<file path="config.mk">
export PLATFORM = sky130hd
export DESIGN_NAME = serv_mtimer
export DESIGN_NICKNAME = d
export VERILOG_FILES = /design/src/rtl/serv_mtimer_pkg.sv /design/src/rtl/serv_mtimer_prescaler.sv /design/src/rtl/serv_mtimer.sv
export SDC_FILE = /design/constraint.sdc
export NUM_CORES = 1
export LEC_CHECK = 0
export CORE_ASPECT_RATIO = 1.75
export CORE_MARGIN = 4
export CORE_UTILIZATION = 30
export DETAILED_ROUTE_END_ITERATION = 8
export GPL_TIMING_DRIVEN = 0
export PLACE_DENSITY_LB_ADDON = 0.05
export SYNTH_ARGS = -nofsm -noshare
export SYNTH_HDL_FRONTEND = slang
export SYNTH_SLANG_ARGS = --single-unit
</file>
<file path="constraint.sdc">
create_clock -name i_clk -period 7.1 [get_ports i_clk]
set_input_delay 1.065 -clock i_clk [delete_from_list [all_inputs] [get_ports i_clk]]
set_output_delay 1.065 -clock i_clk [all_outputs]
set_load 0.01 [all_outputs]
</file>
<file path="src/rtl/serv_mtimer_pkg.sv">
// serv_mtimer_pkg
//   Shared definitions for the machine-timer peripheral: Wishbone word
//   addresses, the mtimecmp reset value, CTRL field positions and a
//   byte-lane merge helper used by every writable register.
package serv_mtimer_pkg;

    localparam logic [2:0] ADR_MTIME_LO    = 3'd0;
    localparam logic [2:0] ADR_MTIME_HI    = 3'd1;
    localparam logic [2:0] ADR_MTIMECMP_LO = 3'd2;
    localparam logic [2:0] ADR_MTIMECMP_HI = 3'd3;
    localparam logic [2:0] ADR_CTRL        = 3'd4;

    localparam logic [63:0] MTIMECMP_RST = 64'hFFFF_FFFF_FFFF_FFFF;

    localparam int CTRL_EN_BIT  = 0;
    localparam int CTRL_DIV_LSB = 8;

    // Replace the bytes of old_word whose select bit is set.
    function automatic logic [31:0] merge_bytes(input logic [31:0] old_word,
                                                input logic [31:0] new_word,
                                                input logic [3:0]  sel);
        logic [31:0] result;
        for (int b = 0; b < 4; b++) begin
            result[8*b +: 8] = sel[b] ? new_word[8*b +: 8] : old_word[8*b +: 8];
        end
        return result;
    endfunction

endpackage

</file>
<file path="src/rtl/serv_mtimer_prescaler.sv">
// serv_mtimer_prescaler
//   Divides the clock into mtime ticks. The count runs 0..div while enabled
//   and o_tick is high in the cycle the count equals div.
//   Ports:
//     i_clk, i_rst  clock, asynchronous active-high reset
//     en            count enable; when low the count holds and no tick fires
//     div           terminal count (tick period is div+1 cycles)
//     clr           synchronous clear of the count (CTRL write)
//     o_tick        one-cycle tick
module serv_mtimer_prescaler #(
    parameter int PRESCALE_W = 8
) (
    input  logic                  i_clk,
    input  logic                  i_rst,
    input  logic                  en,
    input  logic [PRESCALE_W-1:0] div,
    input  logic                  clr,
    output logic                  o_tick
);

    logic [PRESCALE_W-1:0] count;

    assign o_tick = en & (count == div);

    always_ff @(posedge i_clk or posedge i_rst) begin
        if (i_rst) begin
            count <= '0;
        end else if (clr) begin
            count <= '0;
        end else if (o_tick) begin
            count <= '0;
        end else if (en) begin
            count <= count + {{(PRESCALE_W-1){1'b0}}, 1'b1};
        end
    end

endmodule

</file>
<file path="src/rtl/serv_mtimer.sv">
// serv_mtimer
//   Machine timer: 64-bit mtime counter advanced by a prescaler, 64-bit
//   mtimecmp, and a registered level interrupt while mtime >= mtimecmp.
//   Ports:
//     i_clk, i_rst      clock, asynchronous active-high reset
//     i_wb_cyc/i_wb_we  Wishbone classic request (cyc doubles as stb), write
//     i_wb_adr          word address: 0 MTIME_LO, 1 MTIME_HI, 2 MTIMECMP_LO,
//                       3 MTIMECMP_HI, 4 CTRL {div[8+:W], en[0]}, 5-7 unmapped
//     i_wb_dat/i_wb_sel write data and byte enables
//     o_wb_dat/o_wb_ack read data and one-cycle acknowledge
//     o_irq             timer interrupt level (to the CSR unit's i_mtip)
//
// Handshake: the master raises i_wb_cyc and holds cyc/we/adr/dat/sel until
// it sees o_wb_ack. Ack is registered one cycle after the request and never
// two cycles in a row. Read data and the hi_shadow capture are registered on
// the edge that raises ack; writes are committed on the edge that ends the
// ack cycle, so written values are visible the cycle after ack.
module serv_mtimer
    import serv_mtimer_pkg::*;
#(
    parameter int PRESCALE_W = 8
) (
    input  logic        i_clk,
    input  logic        i_rst,
    input  logic        i_wb_cyc,
    input  logic        i_wb_we,
    input  logic [2:0]  i_wb_adr,
    input  logic [31:0] i_wb_dat,
    input  logic [3:0]  i_wb_sel,
    output logic [31:0] o_wb_dat,
    output logic        o_wb_ack,
    output logic        o_irq
);

    logic [63:0]           mtime;
    logic [63:0]           mtimecmp;
    logic                  en;
    logic [PRESCALE_W-1:0] div;
    logic [31:0]           hi_shadow;

    logic                  tick;
    logic                  req_stb;
    logic                  wr_stb;
    logic                  wr_mtime_lo, wr_mtime_hi, wr_cmp_lo, wr_cmp_hi, wr_ctrl;
    logic [31:0]           ctrl_word;
    logic [31:0]           rd_data;
    logic                  en_next;
    logic [PRESCALE_W-1:0] div_next;

    assign req_stb     = i_wb_cyc & ~o_wb_ack;
    assign wr_stb      = i_wb_cyc & i_wb_we & o_wb_ack;
    assign wr_mtime_lo = wr_stb & (i_wb_adr == ADR_MTIME_LO);
    assign wr_mtime_hi = wr_stb & (i_wb_adr == ADR_MTIME_HI);
    assign wr_cmp_lo   = wr_stb & (i_wb_adr == ADR_MTIMECMP_LO);
    assign wr_cmp_hi   = wr_stb & (i_wb_adr == ADR_MTIMECMP_HI);
    assign wr_ctrl     = wr_stb & (i_wb_adr == ADR_CTRL);

    always_comb begin
        ctrl_word = '0;
        ctrl_word[CTRL_EN_BIT] = en;
        ctrl_word[CTRL_DIV_LSB +: PRESCALE_W] = div;
    end

    // Per-bit byte-lane merge of the CTRL fields, so only implemented bits
    // are touched.
    always_comb begin
        en_next  = i_wb_sel[CTRL_EN_BIT/8] ? i_wb_dat[CTRL_EN_BIT] : en;
        div_next = div;
        for (int i = 0; i < PRESCALE_W; i++) begin
            if (i_wb_sel[(CTRL_DIV_LSB+i)/8]) begin
                div_next[i] = i_wb_dat[CTRL_DIV_LSB+i];
            end
        end
    end

    always_comb begin
        rd_data = '0;
        case (i_wb_adr)
            ADR_MTIME_LO:    rd_data = mtime[31:0];
            ADR_MTIME_HI:    rd_data = hi_shadow;
            ADR_MTIMECMP_LO: rd_data = mtimecmp[31:0];
            ADR_MTIMECMP_HI: rd_data = mtimecmp[63:32];
            ADR_CTRL:        rd_data = ctrl_word;
            default:         rd_data = '0;
        endcase
    end

    serv_mtimer_prescaler #(
        .PRESCALE_W (PRESCALE_W)
    ) u_prescaler (
        .i_clk  (i_clk),
        .i_rst  (i_rst),
        .en     (en),
        .div    (div),
        .clr    (wr_ctrl),
        .o_tick (tick)
    );

    // Bus response. Reading MTIME_LO snapshots the upper half in the same
    // edge so a following MTIME_HI read is consistent with the low word.
    always_ff @(posedge i_clk or posedge i_rst) begin
        if (i_rst) begin
            o_wb_ack  <= 1'b0;
            o_wb_dat  <= '0;
            hi_shadow <= '0;
        end else begin
            o_wb_ack <= req_stb;
            if (req_stb) begin
                o_wb_dat <= i_wb_we ? 32'd0 : rd_data;
                if (!i_wb_we && (i_wb_adr == ADR_MTIME_LO)) begin
                    hi_shadow <= mtime[63:32];
                end
            end
        end
    end

    // A software write wins over a same-cycle tick, and the other half is
    // left untouched (no increment) in that cycle.
    always_ff @(posedge i_clk or posedge i_rst) begin
        if (i_rst) begin
            mtime <= '0;
        end else if (wr_mtime_lo) begin
            mtime[31:0] <= merge_bytes(mtime[31:0], i_wb_dat, i_wb_sel);
        end else if (wr_mtime_hi) begin
            mtime[63:32] <= merge_bytes(mtime[63:32], i_wb_dat, i_wb_sel);
        end else if (tick) begin
            mtime <= mtime + 64'd1;
        end
    end

    always_ff @(posedge i_clk or posedge i_rst) begin
        if (i_rst) begin
            mtimecmp <= MTIMECMP_RST;
        end else if (wr_cmp_lo) begin
            mtimecmp[31:0] <= merge_bytes(mtimecmp[31:0], i_wb_dat, i_wb_sel);
        end else if (wr_cmp_hi) begin
            mtimecmp[63:32] <= merge_bytes(mtimecmp[63:32], i_wb_dat, i_wb_sel);
        end
    end

    always_ff @(posedge i_clk or posedge i_rst) begin
        if (i_rst) begin
            en  <= 1'b1;
            div <= '0;
        end else if (wr_ctrl) begin
            en  <= en_next;
            div <= div_next;
        end
    end

    always_ff @(posedge i_clk or posedge i_rst) begin
        if (i_rst) begin
            o_irq <= 1'b0;
        end else begin
            o_irq <= (mtime >= mtimecmp);
        end
    end

endmodule

</file>
==> results.cfg <==
[detailed_routing]
postRouteAntennaNets = 0
drt_iter0_drc = 688
vias = 10600
post_drt_wl_per_cell_um = 26.5
route.detailed.drc = 0
wirelength_um = 50900
vias_per_cell = 5.51
first_pass_iters = 5

[synthesis]
synthTopCellsByCount = dfrtp_1, nand2_1, mux2_2, a21oi_1, inv_1
async_reset_ff_frac = 1.00
ys_seq_area_frac = 0.435
synthCells = 1257
yosysMostFrequentCell = dfrtp_1
yosysWarnings = 0
synthFlopType = dfrtp_1
synth_top_area_share = 0.296
synth_area_sq_mm = 0.0123
ys_ff_latch = 211
synth_cell_types = 69
synth_edf_count = 0
syn_nets = 1366
syn_area_per_cell_sq_um = 9.81
synth_area_leaders = dfrtp_1, dfstp_2, mux2_2
yosysTopAreaCell = dfrtp_1

[die]
die_h_um = 276
die-area_sq_mm = 0.0445
num_rows = 98
coreArea_sq_mm = 0.0407
pin_count = 77
initial_core_util = 0.303
die_x_um = 161

[sta]
fin_crit_sh = 0.603
slew_violations = 0
rsz0062_at_grt = false
timing.fmax_mhz = 234
clock_skew_ns = 0.0190
relSlewSlack = 0.187
tightest_slew_ns = 1.21
tns_ns = 0
layout_setup_ws_ns = 2.82
setup_viol = 0
hold_viol = 0
min_period_ns = 4.28

[clocking]
cts_inserted_buffers = 24
cts_buffer_depth = 3
cts_tree = done
cts_setup_buffers = 0
h-tree-depth = 1
cts_resized = 0
hold_buffers = 0
cts-root-buf = clkbuf_16
clk_pin_slew_ns = 0.06
clk_latency_ns = 0.55
cts.sinks = 211

[grt]
grt_pass1_vias = 11000
grtUsageMet1 = 0.258
grt_use_total = 0.225
antenna_found_initial = 0
gr-total-overflow = 0
grt.busiest_layer = met2
groute.layer.met2.usage = 0.414
grt_max_degree = 113
grtUsageMet3 = 0.0234
grt_pass1_wl_um = 74800

[worst_setup_path]
crit_path_frequent_cell = o21ai_0
path_max_fanout = 10
crit_family = buffers and inverters
cpPeakStageDelay_ns = 1.03
crit_chain = clkdlybuf4s50_1, nand3_1, nor4_2, clkbuf_1, buf_1, nor2_1, o21ai_0, o21ai_0
path_buf_inv = 3
r2r_setup_slack_ns = 3.48
cp.required_ns = 7.53
cp.arrival_ns = 4.71
crit_slowest_cell = nor4_2
critPathLaunchType = input pin
critPathKind = in2reg
endpoint_kind = flop

[place]
port_buffers = 70
gp_congestion = 0.934
hpwl_um = 38300
place_ws_ns = 2.30

[power]
power_per_cell_area_mw_per_mm2 = 219
p_leak_nw = 5.97
ir_drop_uv = 138
power_mw = 3.20

[final_layout]
n_antenna_cell = 0
drive_gt1_frac = 0.180
fin_nets = 1464
postLayoutCoreUtil = 0.358
area_growth_pct = 18.2

[run]
drv_cap = 0

[worst_hold_path]
hp-class = reg2reg

[run_status]
status = complete, no violations
[placed cells by master (no fill, tap or decap), types with 6 or more instances in the layout]
master	instances
o21a_1	8
buf_2	8
dfrtp_1	146
and4_1	8
clkbuf_1	62
nor4_1	11
o21ai_0	74
o22a_1	31
clkbuf_16	25
clkbuf_8	6
nand2b_1	7
nand4_1	30
a22oi_1	11
ha_1	66
mux4_2	8
a22o_1	23
and3_1	11
xor2_1	11
a21o_1	16
a221oi_1	24
nor2b_1	8
nor3_1	19
nor2_1	71
nand3_1	37
clkdlybuf4s50_1	70
a31oi_1	21
a21oi_1	96
inv_1	79
mux2_2	99
o22ai_1	15
dfstp_2	65
nand2_1	107
[report_power, final]
| group | total [mW] | leakage, nW | internal [mW] | switching [mW] |
|---|---|---|---|---|
| sequential | 1.42 | 2.63 | 1.32 | 0.101 |
| clock | 1.30 | 0.392 | 0.743 | 0.555 |
| combinational | 0.477 | 2.95 | 0.199 | 0.278 |
[routing by layer]
| metal | up-vias | routed length, um |
|---|---|---|
| met4 | 0 | 2740 |
| met3 | 90 | 2010 |
| met1 | 5355 | 19400 |
| met2 | 308 | 26800 |
| li1 | 4849 | - |
| met5 | - | 0 |
[stage by stage]
| stage | hold slack, ns | instances | instance area [sq um] |
|---|---|---|---|
| finish | 0.479 | 1923 | 14600 |
| CTS | 0.485 | 1923 | 14600 |
| global placement | 0.463 | 1877 | 13700 |
| global route | 0.509 | 1923 | 14600 |
| detailed placement | 0.471 | 1879 | 13800 |
| floorplan | 0.450 | 1257 | 12300 |
[flip-flops by register name, indices dropped and copies added (netlist names), 8 cells and up]
| signal | count |
|---|---|
| div | 8 |
| hi_shadow | 32 |
| mtimecmp | 64 |
| u_prescaler.count | 8 |
| o_wb_dat | 32 |
| mtime | 64 |
[final cells by class]
cell class | instances | area [sq um]
inverter | 80 | 308
sequential | 211 | 5360
clock inverter | 7 | 62.6
clock buffer | 37 | 731
multi-input combinational | 895 | 6390
buffer | 71 | 287
tap | 550 | 688
timing repair buffer | 72 | 739
fill | 4253 | 26100
[cells by family after synthesis]
kind of cell    Yosys count  synth area share
mux                     108             0.106
buf+inv                 151            0.0476
flops                   211             0.435
xor+xnor                 14           0.00994
simple gates            337             0.135
fa+ha+maj                66            0.0670
compound gates          370             0.200
[worst register-to-register path: stages (launching register included)]
cell and delay (ns):
dfrtp_1 0.35, nand3_1 0.34, nor4_2 1.03, clkbuf_1 0.70, buf_1 0.71, nor2_1 0.10
o21ai_0 0.16, o21ai_0 0.10
[worst paths after layout]
check,startpoint,end,cells past startpoint
max reg2reg,o_wb_ack,mtime[7],7
min,o_wb_dat[23],o_wb_dat[23],2
max in group asynchronous,i_rst,o_wb_dat[11],3
min reg2reg,o_wb_dat[23],o_wb_dat[23],2
max,i_wb_we,mtime[7],8
min in group asynchronous,i_rst,o_wb_dat[1],2
Note: power is estimated with default switching activity, not from simulation.
